$ cat src/rtl/uart_frame_pkg.sv
// Shared types and constants for the UART RX frame controller.
// The parser state and the error codes reported to the FFT input sequencer live here.
package uart_frame_pkg;

    typedef enum logic [1:0] {
        IDLE,
        LEN,
        PAYLOAD,
        CSUM
    } state_t;

    typedef enum logic [1:0] {
        ERR_NONE,
        ERR_LEN,
        ERR_CSUM,
        ERR_TIMEOUT
    } err_t;

    localparam logic [7:0] SYNC_BYTE_DEFAULT = 8'hA5;

endpackage

$ cat src/rtl/uart_gap_timer.sv
// Inter-byte gap timer: counts idle cycles while enabled and flags the cycle in which
// the TIMEOUT-th consecutive idle cycle elapses, so the abort registers TIMEOUT cycles after the last byte.
module uart_gap_timer #(
    parameter int TIMEOUT = 50000
) (
    input  logic clk,
    input  logic rst,
    input  logic en,
    input  logic clr,
    output logic expired_o
);

    localparam int TW = (TIMEOUT > 1) ? $clog2(TIMEOUT + 1) : 1;

    logic [TW-1:0] cnt_reg;

    always_ff @(posedge clk) begin
        if (rst || !en || clr) begin
            cnt_reg <= '0;
        end else if (cnt_reg != TW'(TIMEOUT - 1)) begin
            cnt_reg <= cnt_reg + TW'(1);
        end
    end

    // A byte arriving in the expiry cycle suppresses the flag.
    assign expired_o = en && !clr && (cnt_reg == TW'(TIMEOUT - 1));

endmodule

$ cat src/rtl/uart_rx_frame_ctrl.sv
// Frame parser between the UART RX byte stream and the word assembler:
// [SYNC][LEN][LEN*DEPTH payload][XOR checksum], forwarding payload and flushing on error.
module uart_rx_frame_ctrl
    import uart_frame_pkg::*;
#(
    parameter int               WIDTH     = 8,
    parameter int               DEPTH     = 4,
    parameter int               MAX_WORDS = 64,
    parameter int               TIMEOUT   = 50000,
    parameter logic [WIDTH-1:0] SYNC_BYTE = WIDTH'(SYNC_BYTE_DEFAULT)
) (
    input  logic                             clk,
    input  logic                             rst,
    input  logic                             rx_valid_i,
    input  logic [WIDTH-1:0]                 rx_data_i,
    output logic                             asm_push_o,
    output logic [WIDTH-1:0]                 asm_data_o,
    output logic                             asm_flush_o,
    output logic                             frame_start_o,
    output logic                             frame_done_o,
    output logic                             frame_err_o,
    output logic [1:0]                       err_code_o,
    output logic [$clog2(MAX_WORDS+1)-1:0]   frame_len_o,
    output logic                             busy_o
);

    localparam int LW = $clog2(MAX_WORDS + 1);
    localparam int CW = $clog2(MAX_WORDS * DEPTH + 1);

    state_t           state_reg,    state_next;
    err_t             err_code_reg, err_code_next;
    logic [WIDTH-1:0] csum_reg,     csum_next;
    logic [CW-1:0]    byte_cnt_reg, byte_cnt_next;
    logic [LW-1:0]    len_reg,      len_next;
    logic [WIDTH-1:0] data_reg,     data_next;
    logic             push_reg,     push_next;
    logic             flush_reg,    flush_next;
    logic             start_reg,    start_next;
    logic             done_reg,     done_next;
    logic             err_reg,      err_next;

    logic             timer_expired;
    logic             abort;
    err_t             abort_code;
    logic [CW-1:0]    frame_bytes;
    logic             len_bad;

    uart_gap_timer #(
        .TIMEOUT (TIMEOUT)
    ) u_gap_timer (
        .clk       (clk),
        .rst       (rst),
        .en        (state_reg != IDLE),
        .clr       (rx_valid_i),
        .expired_o (timer_expired)
    );

    assign frame_bytes = CW'(len_reg) * CW'(DEPTH);
    assign len_bad     = (rx_data_i == '0) || (32'(rx_data_i) > 32'(MAX_WORDS));

    always_ff @(posedge clk) begin
        if (rst) begin
            state_reg    <= IDLE;
            err_code_reg <= ERR_NONE;
            csum_reg     <= '0;
            byte_cnt_reg <= '0;
            len_reg      <= '0;
            data_reg     <= '0;
            push_reg     <= 1'b0;
            flush_reg    <= 1'b0;
            start_reg    <= 1'b0;
            done_reg     <= 1'b0;
            err_reg      <= 1'b0;
        end else begin
            state_reg    <= state_next;
            err_code_reg <= err_code_next;
            csum_reg     <= csum_next;
            byte_cnt_reg <= byte_cnt_next;
            len_reg      <= len_next;
            data_reg     <= data_next;
            push_reg     <= push_next;
            flush_reg    <= flush_next;
            start_reg    <= start_next;
            done_reg     <= done_next;
            err_reg      <= err_next;
        end
    end

    always_comb begin
        state_next    = state_reg;
        err_code_next = err_code_reg;
        csum_next     = csum_reg;
        byte_cnt_next = byte_cnt_reg;
        len_next      = len_reg;
        data_next     = data_reg;
        push_next     = 1'b0;
        flush_next    = 1'b0;
        start_next    = 1'b0;
        done_next     = 1'b0;
        err_next      = 1'b0;
        abort         = 1'b0;
        abort_code    = ERR_NONE;

        case (state_reg)
            IDLE: begin
                if (rx_valid_i && rx_data_i == SYNC_BYTE) begin
                    state_next = LEN;
                end
            end
            LEN: begin
                if (rx_valid_i) begin
                    if (len_bad) begin
                        abort      = 1'b1;
                        abort_code = ERR_LEN;
                    end else begin
                        len_next      = LW'(rx_data_i);
                        csum_next     = rx_data_i;
                        byte_cnt_next = '0;
                        err_code_next = ERR_NONE;
                        start_next    = 1'b1;
                        state_next    = PAYLOAD;
                    end
                end else if (timer_expired) begin
                    abort      = 1'b1;
                    abort_code = ERR_TIMEOUT;
                end
            end
            PAYLOAD: begin
                if (rx_valid_i) begin
                    push_next     = 1'b1;
                    data_next     = rx_data_i;
                    csum_next     = csum_reg ^ rx_data_i;
                    byte_cnt_next = byte_cnt_reg + CW'(1);
                    if (byte_cnt_next == frame_bytes) begin
                        state_next = CSUM;
                    end
                end else if (timer_expired) begin
                    abort      = 1'b1;
                    abort_code = ERR_TIMEOUT;
                end
            end
            CSUM: begin
                if (rx_valid_i) begin
                    if (rx_data_i == csum_reg) begin
                        done_next  = 1'b1;
                        state_next = IDLE;
                    end else begin
                        abort      = 1'b1;
                        abort_code = ERR_CSUM;
                    end
                end else if (timer_expired) begin
                    abort      = 1'b1;
                    abort_code = ERR_TIMEOUT;
                end
            end
            default: state_next = IDLE;
        endcase

        // Any abort discards the assembler's partial word alongside the error pulse.
        if (abort) begin
            state_next    = IDLE;
            flush_next    = 1'b1;
            err_next      = 1'b1;
            err_code_next = abort_code;
        end
    end

    assign asm_push_o    = push_reg;
    assign asm_data_o    = data_reg;
    assign asm_flush_o   = flush_reg;
    assign frame_start_o = start_reg;
    assign frame_done_o  = done_reg;
    assign frame_err_o   = err_reg;
    assign err_code_o    = err_code_reg;
    assign frame_len_o   = len_reg;
    assign busy_o        = (state_reg != IDLE);

endmodule

$ cat config.mk
export PLATFORM = sky130hd
export DESIGN_NAME = uart_rx_frame_ctrl
export DESIGN_NICKNAME = d
export VERILOG_FILES = /design/src/rtl/uart_frame_pkg.sv /design/src/rtl/uart_gap_timer.sv /design/src/rtl/uart_rx_frame_ctrl.sv
export SDC_FILE = /design/constraint.sdc
export NUM_CORES = 1
export LEC_CHECK = 0
export ABC_AREA = 1
export CAP_MARGIN = 15
export CORE_MARGIN = 1.5
export CORE_UTILIZATION = 30
export DETAILED_ROUTE_END_ITERATION = 8
export HOLD_SLACK_MARGIN = 0.12
export PLACE_DENSITY = 0.48
export SLEW_MARGIN = 15
export SYNTH_ARGS = -nofsm -noshare
export SYNTH_HDL_FRONTEND = slang
export SYNTH_SLANG_ARGS = --single-unit
$ cat constraint.sdc
create_clock -name clk -period 1.8 [get_ports clk]
set_input_delay 0.27 -clock clk [delete_from_list [all_inputs] [get_ports clk]]
set_output_delay 0.27 -clock clk [all_outputs]
set_load 0.03 [all_outputs]
# Word-level counts from Yosys, hierarchy flattened

Cells that the tools add are included.

$add $sub $neg: 2
Order comparisons: 1
Equality and inequality tests: 16
Muxes and demuxes: 38
Bitwise gates (word level): 6
Reduce and logical (&&, ||, !) cells: 23

Operator list:

| cell                                                                             | number |
|---|---|
| 2-bit 2-to-1 mux                                                                 | 16 |
| 9-bit 2-to-1 mux                                                                 | 3 |
| 8-bit 2-to-1 mux                                                                 | 3 |
| 9-bit one-hot mux with 2 select lines                                            | 1 |
| 16-bit by 1-bit adder with 16-bit output (second input constant)                 | 1 |
| 16-bit == test (second input constant)                                           | 1 |
| 16-bit != test (second input constant)                                           | 1 |
| 2-bit != test (second input constant)                                            | 8 |
| 8-bit one-hot mux with 2 select lines                                            | 1 |
| 1-bit 2-to-1 mux                                                                 | 11 |
| 9-bit by 1-bit adder with 9-bit output (second input constant)                   | 1 |
| 9-bit == test                                                                    | 1 |
| 8-bit == test                                                                    | 1 |
| 8-bit == test (second input constant)                                            | 1 |
| 8-bit by 7-bit greater-than comparator with 1-bit output (second input constant) | 1 |
| 8-bit logical NOT                                                                | 1 |
| 2-bit one-hot mux with 4 select lines                                            | 1 |
| 2-bit nonzero test                                                               | 4 |
| 8-bit bitwise XOR                                                                | 1 |
| 7-bit AND reduction                                                              | 1 |
| 2-bit one-hot mux with 3 select lines                                            | 1 |
| 3-bit AND reduction                                                              | 2 |
| 3-bit OR reduction                                                               | 2 |
| 1-bit inverter                                                                   | 5 |
| 10 further kinds                                                                 | 17 |

Bits in registers: 56
Input port bits: 11
Output and inout bits: 23
Logic and storage cells: 97

# Depth between registers and ports, before layout

Depth in word-level cells: 8
Gate-level depth with buffers: 15

# Cells and area by module

A second synthesis with hierarchy kept.

Cell total of the unflattened synthesis: 474
Area, all modules: 3136.8 um^2

Modules (own cells, without submodules):

| module             | instances | cells each | area an instance (um^2) | seq. area each (um^2) |
|---|---|---|---|---|
| uart_rx_frame_ctrl | 1         | 339        | 2248.4                  | 800.8 |
| uart_gap_timer     | 1         | 135        | 888.4                   | 320.3 |

# Least setup slack after synthesis

OpenSTA, ideal clock, no wires.

Path kind: flip-flop to flip-flop
From: reg state_reg[0]
To: reg err_code_reg[0], in the netlist err_code_o[0]
Library setup time: 115 ps
Data arrival time: 1476 ps
Data required time: 1685 ps
Setup slack: 209 ps
Cell stages (with the launch flop): 12
Period minus slack after synthesis: 1591 ps
Cell sequence: dfxtp_1 > inv_1 > ha_1 > buf_4 > nor2_1 > nand2_1 > nand4_1 > nand3_2 > nand2_1 > nand2_2 > a21oi_1 > nor2_1

Longest elaborated chain between the ends: 8

Ends and longest elaborated chain:

| what                                                                 | RTL line                                                                        | text |
|---|---|---|
| from (decl)                                                          | uart_rx_frame_ctrl.sv:30                                                        | `state_t state_reg, state_next;` |
| from (signal assigned)                                               | uart_rx_frame_ctrl.sv:75                                                        | `state_reg <= state_next;` |
| 2-bit nonzero test                                                   | uart_rx_frame_ctrl.sv:53                                                        | `.en (state_reg != IDLE),` |
| 1-bit logical AND (2 in series)                                      | uart_gap_timer.sv:26                                                            | `assign expired_o = en && !clr && (cnt_reg == TW'(TIMEOUT - 1));` |
| 1-bit 2-to-1 mux                                                     | uart_rx_frame_ctrl.sv:123, uart_rx_frame_ctrl.sv:137, uart_rx_frame_ctrl.sv:151 |  |
| 1-bit 2-to-1 mux (on tied branches)                                  | uart_rx_frame_ctrl.sv:143, uart_rx_frame_ctrl.sv:111, uart_rx_frame_ctrl.sv:129 |  |
| 1-bit one-hot mux with 3 select lines                                | uart_rx_frame_ctrl.sv:104                                                       | `case (state_reg)` |
| 2-bit != test (no source line) or 2-bit nonzero test (tied branches) | n/a                                                                             |  |
| 3-bit AND reduction (no source line)                                 | n/a                                                                             |  |
| to (signal assigned)                                                 | uart_rx_frame_ctrl.sv:76                                                        | `err_code_reg <= err_code_next;` |
| to (decl)                                                            | uart_rx_frame_ctrl.sv:31                                                        | `err_t err_code_reg, err_code_next;` |

Several ways; a longest one is shown, not always the timed one.
A chain may end at the register's enable or synchronous reset.

# Final worst setup path

From: reg len_reg[4], in the netlist frame_len_o[4]
To: out frame_len_o[4]

RTL lines:

| what                   | RTL line                 | text |
|---|---|---|
| from (decl)            | uart_rx_frame_ctrl.sv:34 | `logic [LW-1:0] len_reg, len_next;` |
| from (signal assigned) | uart_rx_frame_ctrl.sv:79 | `len_reg <= len_next;` |
| to (decl)              | uart_rx_frame_ctrl.sv:23 | `output logic [$clog2(MAX_WORDS+1)-1:0] frame_len_o,` |

No word-level cell between the ends.

==> flow_metrics.py <==
metrics = {
    "sta": {
        "period_needed_ps": 1710,
        "setup_viol": 0,
        "holdWs_ps": 403,
        "finClkSkew_ps": 11.5,
        "min_period_over_period_pct": 95.0,
        "fmax_mhz": 585,
        "finalHoldViolCount": 0,
        "slew_violations": 0,
        "max_slew_margin_pct": 76.6,
        "rsz0062_at_grt": "yes",
        "worst_slew_pin_slew_ps": 348,
    },
    "grt": {
        "grt_overflow_total": 0,
        "grt_max_degree": 31,
        "track_usage_pct": 16.2,
        "first_global_vias": 2851,
        "grt_pass1_wl_um": 13500,
        "antenna_found_initial": 0,
    },
    "synthesis": {
        "yosysTopAreaCell": "dfxtp_1",
        "synth_warnings": 0,
        "ys_seq_elements": 56,
        "synth_top_area_share_pct": 37.9,
        "synth-edff-count": 0,
        "netlist_area_um2": 2960,
        "synth_cell_types": 29,
        "syn_avg_cell_area_um2": 6.59,
        "synth_seq_area_share_pct": 37.9,
        "synthArstFlopShare_pct": 0,
        "ys.flop_type": "dfxtp_1",
        "syn_inst": 449,
        "synth_fp_nets": 466,
        "synth_area_leaders": "dfxtp_1 (38%), nand2_1 (14%), a21oi_1 (8.3%), inv_1 (7.7%), o21ai_0 (7.4%)",
    },
    "pwr": {
        "p_sw_share_pct": 36.5,
        "seqPwrFrac_pct": 45.3,
        "p_switching_w": 0.00125,
        "power_frac_clock_pct": 19.8,
        "pwr-share-comb_pct": 35.0,
        "power.internal_w": 0.00217,
        "ir_worst_vdd_mv": 0.385,
        "p_leak_nw": 1.65,
        "p_per_area_nw_per_um2": 855,
        "power_w": 0.00342,
    },
    "layout": {
        "drive_gt1_share_pct": 18.3,
        "layout.nets": 537,
        "largest_reg_flops": 16,
        "layout_common_cells": "nand2_1 (109), inv_1 (59), a21oi_1 (48), dfxtp_1 (48), o21ai_0 (44)",
        "fin_area_um2": 4000,
        "syn_to_final_growth_pct": 35.0,
        "num_antenna_cells": 0,
        "layout_commonest_cell": "nand2_1",
        "nFillCells": 1024,
    },
    "routing": {
        "first_iter_violations": 89,
        "dr.pass1.iters": 4,
        "wl_per_cell_um": 12.1,
        "drtAntennaViolNets": 0,
        "vias_per_cell": 4.62,
        "routed_wl_um": 7900,
        "via_count": 3014,
        "drc": 0,
    },
    "placement": {
        "gp_congestion": 0.766,
        "place_area_um2": 3730,
        "portBuffers": 33,
        "dp.final_hpwl_um": 5770,
    },
    "critical_path": {
        "cp_cell_sequence": "clkdlybuf4s50_1",
        "cp.arrival_ps": 1440,
        "timing.critical_path.slowest_cell_delay_ps": 700,
        "cp.required_ps": 1530,
        "cp-start-kind": "register",
        "path_buf_inv": 1,
        "slowest_stage": "clkdlybuf4s50_1",
        "worst-setup-path-type": "register to primary output",
        "worstPathMaxFanout": 3,
        "crit_path_end_kind": "primary output",
        "critPathTopFamily": "buffers and inverters",
    },
    "clock_network": {
        "clk_path_buf_depth": 2,
        "cts_buffers": 5,
        "ctsHoldBuffers": 0,
        "root_buffer": "clkbuf_8",
        "cts_max_level": 2,
        "insertion_delay_ps": 310,
        "cts.clk_slew.worst_paths_ps": 100,
        "cts_tree": "done",
        "cts_num_sinks": 56,
    },
    "job": {
        "max-cap-violations": 0,
    },
    "floorplan": {
        "die_w_um": 102,
        "start_util_pct": 30.6,
        "rows": 36,
        "dieArea_um2": 10500,
        "die_y_um": 102,
        "core_area_um2": 9680,
        "io_pins": 34,
    },
    "status": {
        "status": "completed",
    },
    "min_path": {
        "hold_class": "input pin to register",
    },
}
-- worst paths after layout --
path / start / endpoint / slack, ps / depth (start not counted)
worst max-delay path: frame_len_o[4] / frame_len_o[4] / 90 / 1
worst min-delay path: rx_data_i[1] / frame_len_o[1] / 400 / 4
worst max register to register: u_gap_timer.cnt_reg[0] / err_code_o[0] / 160 / 12
worst min register to register: u_gap_timer.cnt_reg[2] / u_gap_timer.cnt_reg[2] / 460 / 2
-- cells by family (layout without fill, tap and decap cells) --
logic type	count (synthesis)	after routing	share of synthesized area (%)
compound gates	101	101	17.8
flops	56	56	37.9
xor+xnor	4	4	1.18
fa+ha+maj	6	6	2.54
buf+inv	76	147	10.7
simple gates	206	206	30.0
-- per-layer routing --
metal | GRT usage [%] | share of wire [%] | vias up
met1 | 22.2 | 51 | 1356
met5 | 0 | 0 | -
li1 | - | - | 1596
met4 | 4.64 | 1.3 | 0
met2 | 25.8 | 44 | 52
met3 | 3.21 | 3.8 | 10
-- power by group through the flow --
stage | clock [W] | sequential, W | combinational, W
after floorplan | 0 | 0.00161 | 0.000660
after global placement | 0 | 0.00156 | 0.00111
after detailed placement | 0 | 0.00156 | 0.00111
after CTS | 0.000719 | 0.00153 | 0.00112
after global routing | 0.000768 | 0.00157 | 0.00135
final | 0.000675 | 0.00155 | 0.00119
-- layout make-up --
cell class              count  area [um^2]  share of cell area [%]
multi-input cells         317         1630                    40.8
flip-flops and latches     56         1140                    28.4
repair buffers             79          753                    18.8
inverters                  61          229                    5.73
well taps                 133          166                    4.16
clock buffers               5         68.8                    1.72
clock inverters             2         12.5                   0.313
-- metrics by stage --
| step | setup WS [ps] | TNS (ps) | cells | utilization (%) |
|---|---|---|---|---|
| after detailed placement | -243 | -4380 | 642 | 38.5 |
| after floorplan | 209 | 0 | 449 | - |
| after CTS | 7.18 | 0 | 649 | 39.4 |
| after global routing | -45.5 | -115 | 653 | 41.3 |
| after global placement | -214 | -3610 | 642 | 38.5 |
| final | 90.2 | 0 | 653 | 41.3 |
-- cell usage after synthesis (all sizes together) (2+ instances only) --
cell type,instances
buf,7
clkbuf,8
nand4,6
nand3,29
a211oi,4
a21oi,49
ha,6
nand2,118
dfxtp,56
nor2,40
inv,61
o21ai,45
nor3,9
nor4,2
xor2,3
-- worst register-to-register path, stage by stage, from the launching register on --
cell and delay [ps]:
dfxtp_2 380, ha_4 150, nand2_2 70, nor2_4 120, nand2_2 90, nor2_4 100, nand4_1 150, nand3_2 120
nand2_2 80, nand2_4 90, nand3_1 90, nand2_1 70, nor2_1 40
-- repair_timing --
item	CTS	global route
gates resized for setup	1	42
setup endpoints to repair	1	22
gates cloned	0	1
pin swaps	0	9
buffers inserted	0	3
No activity file was read; power rests on OpenSTA's default activity.
